## src/rtl/mem_pkg.sv

```systemverilog
// Shared types and helpers for the memory-access stage.
// ALU_OPERATIONS_* codes come from the ALU's define set; fallbacks are
// provided so this slice compiles on its own.
// Contents: mem_state_t (FSM states), mem_size_t (access width),
// OP_* opcode constants, is_mem_op / is_load / op_size / is_unsigned_load.
`ifndef ALU_OPERATIONS_ADD
`define ALU_OPERATIONS_ADD 8'h00
`endif
`ifndef ALU_OPERATIONS_LB
`define ALU_OPERATIONS_LB 8'h10
`endif
`ifndef ALU_OPERATIONS_LH
`define ALU_OPERATIONS_LH 8'h11
`endif
`ifndef ALU_OPERATIONS_LW
`define ALU_OPERATIONS_LW 8'h12
`endif
`ifndef ALU_OPERATIONS_LBU
`define ALU_OPERATIONS_LBU 8'h14
`endif
`ifndef ALU_OPERATIONS_LHU
`define ALU_OPERATIONS_LHU 8'h15
`endif
`ifndef ALU_OPERATIONS_SB
`define ALU_OPERATIONS_SB 8'h18
`endif
`ifndef ALU_OPERATIONS_SH
`define ALU_OPERATIONS_SH 8'h19
`endif
`ifndef ALU_OPERATIONS_SW
`define ALU_OPERATIONS_SW 8'h1A
`endif

package mem_pkg;
  typedef enum logic [1:0] {IDLE, REQ, WAIT_RSP, WB} mem_state_t;
  typedef enum logic [1:0] {BYTE, HALF, WORD} mem_size_t;

  localparam logic [7:0] OP_ADD = `ALU_OPERATIONS_ADD;
  localparam logic [7:0] OP_LB  = `ALU_OPERATIONS_LB;
  localparam logic [7:0] OP_LH  = `ALU_OPERATIONS_LH;
  localparam logic [7:0] OP_LW  = `ALU_OPERATIONS_LW;
  localparam logic [7:0] OP_LBU = `ALU_OPERATIONS_LBU;
  localparam logic [7:0] OP_LHU = `ALU_OPERATIONS_LHU;
  localparam logic [7:0] OP_SB  = `ALU_OPERATIONS_SB;
  localparam logic [7:0] OP_SH  = `ALU_OPERATIONS_SH;
  localparam logic [7:0] OP_SW  = `ALU_OPERATIONS_SW;

  function automatic logic is_load(input logic [7:0] op);
    return (op == OP_LB) || (op == OP_LH) || (op == OP_LW) ||
           (op == OP_LBU) || (op == OP_LHU);
  endfunction

  function automatic logic is_mem_op(input logic [7:0] op);
    return is_load(op) || (op == OP_SB) || (op == OP_SH) || (op == OP_SW);
  endfunction

  function automatic logic is_unsigned_load(input logic [7:0] op);
    return (op == OP_LBU) || (op == OP_LHU);
  endfunction

  function automatic mem_size_t op_size(input logic [7:0] op);
    if (op == OP_LB || op == OP_LBU || op == OP_SB) return BYTE;
    if (op == OP_LH || op == OP_LHU || op == OP_SH) return HALF;
    return WORD;
  endfunction
endpackage

```

## src/rtl/mem_access_unit_align.sv

```systemverilog
// load_store_align: purely combinational byte-lane logic.
// Ports: size (mem_size_t encoding), unsigned_ld, offset (addr[1:0]),
//   store_data, rdata in; wstrb, wdata (lane-replicated), load_data
//   (extracted and extended) out.
// Halfword accesses use offset[1] only and word accesses ignore offset,
// so low address bits are effectively forced aligned.
module load_store_align
  import mem_pkg::*;
(
  input  logic [1:0]  size,
  input  logic        unsigned_ld,
  input  logic [1:0]  offset,
  input  logic [31:0] store_data,
  input  logic [31:0] rdata,
  output logic [3:0]  wstrb,
  output logic [31:0] wdata,
  output logic [31:0] load_data
);
  mem_size_t   sz;
  logic [7:0]  byte_sel;
  logic [15:0] half_sel;

  assign sz = mem_size_t'(size);

  always_comb begin
    byte_sel = rdata[7:0];
    case (offset)
      2'd1:    byte_sel = rdata[15:8];
      2'd2:    byte_sel = rdata[23:16];
      2'd3:    byte_sel = rdata[31:24];
      default: byte_sel = rdata[7:0];
    endcase
    half_sel = offset[1] ? rdata[31:16] : rdata[15:0];
  end

  always_comb begin
    wstrb     = 4'b1111;
    wdata     = store_data;
    load_data = rdata;
    case (sz)
      BYTE: begin
        wstrb     = 4'b0001 << offset;
        wdata     = {4{store_data[7:0]}};
        load_data = {{24{byte_sel[7] & ~unsigned_ld}}, byte_sel};
      end
      HALF: begin
        wstrb     = offset[1] ? 4'b1100 : 4'b0011;
        wdata     = {2{store_data[15:0]}};
        load_data = {{16{half_sel[15] & ~unsigned_ld}}, half_sel};
      end
      default: ;
    endcase
  end
endmodule

```

## src/rtl/mem_access_unit.sv

```systemverilog
// mem_access_unit: memory stage after the execute ALU. Accepts one
// instruction at a time, runs the dmem request/response handshake for
// loads/stores, aligns load data and presents one result to writeback.
// Ports: clk/rst (sync, active-high); ex_* accept side (valid/ready, op,
//   result/address, store data, rd); dmem_req_* request channel;
//   dmem_rsp_* read response; wb_* writeback entry; mem_fault/fault_addr.
// Params: TIMEOUT_CYCLES (0 = no timeout), ADDR_W.
// Build option: MEM_ACCESS_MISALIGN_TRAP_EN traps misaligned half/word
//   accesses instead of forcing them aligned.
module mem_access_unit
  import mem_pkg::*;
#(
  parameter int TIMEOUT_CYCLES = 255,
  parameter int ADDR_W         = 32
) (
  input  logic              clk,
  input  logic              rst,
  input  logic              ex_valid,
  output logic              ex_ready,
  input  logic [7:0]        ex_op,
  input  logic [31:0]       ex_result,
  input  logic [31:0]       ex_store_data,
  input  logic [4:0]        ex_rd,
  output logic              dmem_req_valid,
  input  logic              dmem_req_ready,
  output logic [ADDR_W-1:0] dmem_req_addr,
  output logic              dmem_req_we,
  output logic [3:0]        dmem_req_wstrb,
  output logic [31:0]       dmem_req_wdata,
  input  logic              dmem_rsp_valid,
  input  logic [31:0]       dmem_rsp_rdata,
  output logic              wb_valid,
  input  logic              wb_ready,
  output logic [31:0]       wb_data,
  output logic [4:0]        wb_rd,
  output logic              wb_we,
  output logic              mem_fault,
  output logic [31:0]       fault_addr
);
  mem_state_t  state_q, state_d;
  logic [7:0]  op_q;
  logic [31:0] addr_q, sdata_q, cnt_q;
  logic [4:0]  rd_q;
  logic [31:0] wb_data_q, wb_data_d;
  logic        wb_we_q, wb_we_d, load_wb;
  logic        misalign, timeout_hit, store_q;
  logic [3:0]  al_wstrb;
  logic [31:0] al_wdata, al_load;

  load_store_align u_align (
    .size       (op_size(op_q)),
    .unsigned_ld(is_unsigned_load(op_q)),
    .offset     (addr_q[1:0]),
    .store_data (sdata_q),
    .rdata      (dmem_rsp_rdata),
    .wstrb      (al_wstrb),
    .wdata      (al_wdata),
    .load_data  (al_load)
  );

  // Misalignment is judged on the incoming instruction so a trapped access
  // never reaches REQ.
`ifdef MEM_ACCESS_MISALIGN_TRAP_EN
  assign misalign = is_mem_op(ex_op) &&
                    ((op_size(ex_op) == HALF && ex_result[0]) ||
                     (op_size(ex_op) == WORD && ex_result[1:0] != 2'b00));
`else
  assign misalign = 1'b0;
`endif

  assign store_q     = !is_load(op_q);
  // Counter reads 0 in the first WAIT_RSP cycle, so the fault fires in
  // cycle number TIMEOUT_CYCLES.
  assign timeout_hit = (TIMEOUT_CYCLES != 0) &&
                       (cnt_q == 32'(TIMEOUT_CYCLES - 1));

  always_ff @(posedge clk) begin
    if (rst) begin
      state_q   <= IDLE;
      op_q      <= '0;
      addr_q    <= '0;
      sdata_q   <= '0;
      rd_q      <= '0;
      cnt_q     <= '0;
      wb_data_q <= '0;
      wb_we_q   <= 1'b0;
    end else begin
      state_q <= state_d;
      if (state_q == IDLE && ex_valid) begin
        op_q    <= ex_op;
        addr_q  <= ex_result;
        sdata_q <= ex_store_data;
        rd_q    <= ex_rd;
      end
      cnt_q <= (state_q == WAIT_RSP) ? cnt_q + 32'd1 : '0;
      if (load_wb) begin
        wb_data_q <= wb_data_d;
        wb_we_q   <= wb_we_d;
      end
    end
  end

  always_comb begin
    state_d        = state_q;
    ex_ready       = 1'b0;
    dmem_req_valid = 1'b0;
    dmem_req_addr  = '0;
    dmem_req_we    = 1'b0;
    dmem_req_wstrb = '0;
    dmem_req_wdata = '0;
    wb_valid       = 1'b0;
    wb_data        = '0;
    wb_rd          = '0;
    wb_we          = 1'b0;
    mem_fault      = 1'b0;
    fault_addr     = '0;
    load_wb        = 1'b0;
    wb_data_d      = '0;
    wb_we_d        = 1'b0;
    case (state_q)
      IDLE: begin
        ex_ready = 1'b1;
        if (ex_valid) begin
          if (!is_mem_op(ex_op)) begin
            state_d   = WB;
            load_wb   = 1'b1;
            wb_data_d = ex_result;
            wb_we_d   = (ex_rd != 5'd0);
          end else if (misalign) begin
            state_d    = WB;
            load_wb    = 1'b1;
            mem_fault  = 1'b1;
            fault_addr = ex_result;
          end else begin
            state_d = REQ;
          end
        end
      end
      REQ: begin
        dmem_req_valid = 1'b1;
        dmem_req_addr  = {addr_q[ADDR_W-1:2], 2'b00};
        dmem_req_we    = store_q;
        dmem_req_wstrb = store_q ? al_wstrb : 4'b0000;
        dmem_req_wdata = store_q ? al_wdata : 32'd0;
        if (dmem_req_ready) begin
          if (store_q) begin
            state_d = WB;
            load_wb = 1'b1;
          end else begin
            state_d = WAIT_RSP;
          end
        end
      end
      WAIT_RSP: begin
        if (dmem_rsp_valid) begin
          state_d   = WB;
          load_wb   = 1'b1;
          wb_data_d = al_load;
          wb_we_d   = (rd_q != 5'd0);
        end else if (timeout_hit) begin
          state_d    = WB;
          load_wb    = 1'b1;
          mem_fault  = 1'b1;
          fault_addr = addr_q;
        end
      end
      WB: begin
        wb_valid = 1'b1;
        wb_data  = wb_data_q;
        wb_rd    = rd_q;
        wb_we    = wb_we_q;
        if (wb_ready) state_d = IDLE;
      end
      default: state_d = IDLE;
    endcase
  end
endmodule

```

## config.mk

```make
export PLATFORM = sky130hd
export DESIGN_NAME = mem_access_unit
export DESIGN_NICKNAME = d
export VERILOG_FILES = /design/src/rtl/mem_pkg.sv /design/src/rtl/mem_access_unit_align.sv /design/src/rtl/mem_access_unit.sv
export SDC_FILE = /design/constraint.sdc
export NUM_CORES = 1
export LEC_CHECK = 0
export ABC_AREA = 1
export CAP_MARGIN = 20
export CORE_ASPECT_RATIO = 0.9
export CORE_MARGIN = 1.5
export CORE_UTILIZATION = 35
export CTS_CLUSTER_SIZE = 28
export DETAILED_ROUTE_END_ITERATION = 12
export GPL_TIMING_DRIVEN = 0
export PLACE_DENSITY = 0.6
export SYNTH_ARGS = -nofsm -noshare
export SYNTH_HDL_FRONTEND = slang
export SYNTH_HIERARCHICAL = 1
export SYNTH_SLANG_ARGS = --single-unit
export TNS_END_PERCENT = 5
```

## constraint.sdc

```tcl
create_clock -name clk -period 2.7 [get_ports clk]
set_input_delay 0.27 -clock clk [delete_from_list [all_inputs] [get_ports clk]]
set_output_delay 0.27 -clock clk [all_outputs]
set_load 0.02 [all_outputs]
```

==> impl_metrics.json <==
{
  "synth.area.top_cells": "dfxtp_1 (32%), nand2_1 (17%), nor2_1 (9.9%)",
  "power_density_nw_per_um2": 774,
  "synth_top_area_frac": 0.324,
  "ios": 258,
  "ys_seq_area_frac": 0.324,
  "critPathRequiredTime_ps": 2430,
  "setup_viol": 0,
  "met2_usage": 0.418,
  "portBuffers": 255,
  "dpl_cell_area_um2": 11900,
  "syn_inst": 1497,
  "clkTransAtPathRegs_ps": 60,
  "synth-edff-count": 0,
  "setup_tns_ps": 0,
  "r2r.worst_path.cells": 7,
  "cts_buffers": 17,
  "critPathCapture": "wb_data[13]",
  "fmax_mhz": 385,
  "cts-root-buf": "clkbuf_16",
  "yosys_warnings": 6,
  "max-slew-margin-rel": 0.452,
  "drive_gt1_frac": 0.0947,
  "drv_slew": 0,
  "nets": 1892,
  "stdcell_area_um2": 12400,
  "slowest_stage": "clkdlybuf4s50_1",
  "clock_sinks": 144,
  "vias": 10200,
  "arrival_ps": 2330,
  "p_leak_nw": 6.07,
  "min_period_ps": 2600,
  "ctsLongestPathBuffers": 2,
  "rsz0062_at_grt": "true",
  "synth_ff_type": "dfxtp_1",
  "power_frac_comb": 0.434,
  "placementRows": 55,
  "final_cells": 2129,
  "avgSynthCellArea_um2": 5.94,
  "critPathBufInv": 4,
  "p_sw_mw": 4.08,
  "path_max_fanout": 10,
  "yosys.area.top_type": "dfxtp_1",
  "synth_common_cells": "nand2_1 (405), nor2_1 (234), inv_1 (216)",
  "busiest_layer": "met2",
  "finalHoldViolations": 0,
  "rrSetupSlack_ps": 150,
  "grt_max_degree": 18,
  "critical_path_depth": 6,
  "dieArea_um2": 26400,
  "wl_per_cell_um": 16.1,
  "synth-seq-cells": 144,
  "dp_cells": 2095,
  "drtIter0Drc": 823,
  "place.gp.congestion": 0.909,
  "firstDrtPassIters": 8,
  "dieHeight_um": 154,
  "start_kind": "flop",
  "peakVddDrop_uv": 382,
  "groute.usage.overall": 0.258,
  "grt_pass1_wl_mm": 52.1,
  "end_kind": "primary output",
  "status": "complete, no violations",
  "vias_per_cell": 4.78,
  "grt_util_met1": 0.343,
  "grtUsageMet3": 0.0596,
  "skew_ps": 8.06,
  "wl_mm": 34.3,
  "yosysMostFrequentCell": "nand2_1",
  "dieWidth_um": 171,
  "antenna_found_initial": 3,
  "cp_top_family": "buffers and inverters",
  "min_period_over_period": 0.963,
  "internal_power_mw": 5.49,
  "cts_tree": "yes",
  "path_cells": "ha_2, buf_4, clkbuf_4, nand2_1, inv_1, clkdlybuf4s50_1",
  "clock_power_share": 0.242,
  "syn_to_final_growth_pct": 39.1,
  "syn_area_um2": 8890,
  "htree_num_levels": 4,
  "dp.final_hpwl_mm": 27.5,
  "worstMarginPinSlew_ps": 823,
  "grt_pass1_vias": 9506,
  "core_um2": 25000,
  "seqPwrFrac": 0.324,
  "clock_latency_ps": 430,
  "synthArstFlopShare": 0,
  "synthDistinctLibCells": 42,
  "crit_type": "reg -> out",
  "hold_class": "in -> reg",
  "r2r-start": "state_q[0]$_SDFFE_PP0P_",
  "drc_errors": 0,
  "rr_endpoint": "op_q[4]$_SDFFE_PP0P_",
  "grt_overflow": 0,
  "final_antenna_net_count": 0,
  "crit_path_start": "state_q[0]$_SDFFE_PP0P_",
  "start_util": 0.355,
  "cap_viol_max_count": 0,
  "slowest_delay_ps": 600,
  "power_switching_share": 0.426
}
==> flip-flops by register name, indices dropped and copies added, names as in the netlist <==
| signal | flops |
|---|---|
| cnt_q | 32 |
| op_q | 8 |
| addr_q | 32 |
| state_q | 2 |
| rd_q | 5 |
| wb_we_q | 1 |
| wb_data_q | 32 |
| sdata_q | 32 |
==> worst min-delay path by stage <==
stage	start	endpoint	slack (ps)	cells after the start
floorplan	rst	state_q[0]$_SDFFE_PP0P_	340	1
global placement	op_q[6]$_SDFFE_PP0P_	op_q[6]$_SDFFE_PP0P_	440	2
detailed placement	op_q[6]$_SDFFE_PP0P_	op_q[6]$_SDFFE_PP0P_	450	2
CTS	ex_rd[0]	rd_q[0]$_SDFFE_PP0P_	400	3
global route	ex_rd[4]	rd_q[4]$_SDFFE_PP0P_	420	3
finish	ex_rd[0]	rd_q[0]$_SDFFE_PP0P_	410	3
==> through the flow <==
step | utilization | total power, mW | hold WS [ps] | worst slack [ps]
finish | 0.494 | 9.57 | 409 | 101
global placement | 0.474 | 7.17 | 441 | -357
detailed placement | 0.474 | 7.21 | 449 | -337
global route | 0.494 | 10.2 | 424 | -27.7
floorplan | - | 5.74 | 339 | 553
CTS | 0.499 | 9.55 | 402 | -80.6
==> cell type report <==
class	instances	area [µm²]
well taps	342	428
repair buffers	256	2380
clock buffers	17	425
flip-flops and latches	144	2880
plain buffers	88	478
clock inverters	15	143
diodes	3	7.51
multi-input cells	1035	4750
inverters	229	875
fillers	2724	12700
==> worst register-to-register path, stage by stage, from the launching register on <==
cell,delay [ps]
dfxtp_2,400
inv_1,100
ha_1,230
nand2_1,200
clkbuf_1,660
clkbuf_1,610
o21ai_0,160
nor2_1,130
==> layout by cell type, fill, tap and decap left out, types with 6 or more instances in the layout <==
master           Yosys  layout
a21oi_1             94      94
buf_1                7       7
buf_2               12      24
buf_4               17      23
buf_6                5       6
clkbuf_1            49      39
clkbuf_16            0      17
clkbuf_2             0      28
clkdlybuf4s50_1      0     190
dfxtp_1            144     143
dlygate4sd2_1        0      10
dlymetal6s2s_1       0      12
inv_1              216     216
inv_2                7       7
inv_8                0       6
nand2_1            405     403
nand3_1             97      96
nand3_2             10      10
nand3b_1            27      27
nor2_1             234     230
nor2_4               2       6
nor3_1              13      13
nor4_1               6       6
o21ai_0            103     101
==> routing by layer <==
| metal | wire [µm] | part of all wire | vias to the layer above |
|---|---|---|---|
| met3 | 2780 | 0.081 | 37 |
| met1 | 15600 | 0.46 | 4561 |
| met4 | 629 | 0.018 | 2 |
| met2 | 15200 | 0.44 | 409 |
| met5 | 13 | 0.00038 | - |
| li1 | - | - | 5173 |
==> power by group through the flow <==
stage               Clock (mW)  Combinational, mW  Sequential, mW
floorplan                    0               2.75            2.99
global placement             0               4.05            3.12
detailed placement           0               4.08            3.13
CTS                       2.35               4.11            3.09
global route              2.45               4.60            3.16
finish                    2.32               4.16            3.10
==> timing repair <==
| action | in CTS | in global routing |
|---|---|---|
| pin swaps | 1 | 4 |
| hold buffers | 0 | 0 |
| resized for setup | 114 | 99 |
| setup buffers | 1 | 0 |
| endpoints found under the setup margin | 127 | 102 |
==> kinds of logic after synthesis <==
| family | count (synthesis) | synth area share |
|---|---|---|
| flops | 144 | 0.324 |
| compound gates | 210 | 0.121 |
| mux | 1 | 0.00113 |
| xor+xnor | 2 | 0.00197 |
| buf+inv | 319 | 0.149 |
| other cells | 1 | 0.000422 |
| fa+ha+maj | 6 | 0.00844 |
| simple gates | 814 | 0.394 |
(Power assumes the default switching activity.)
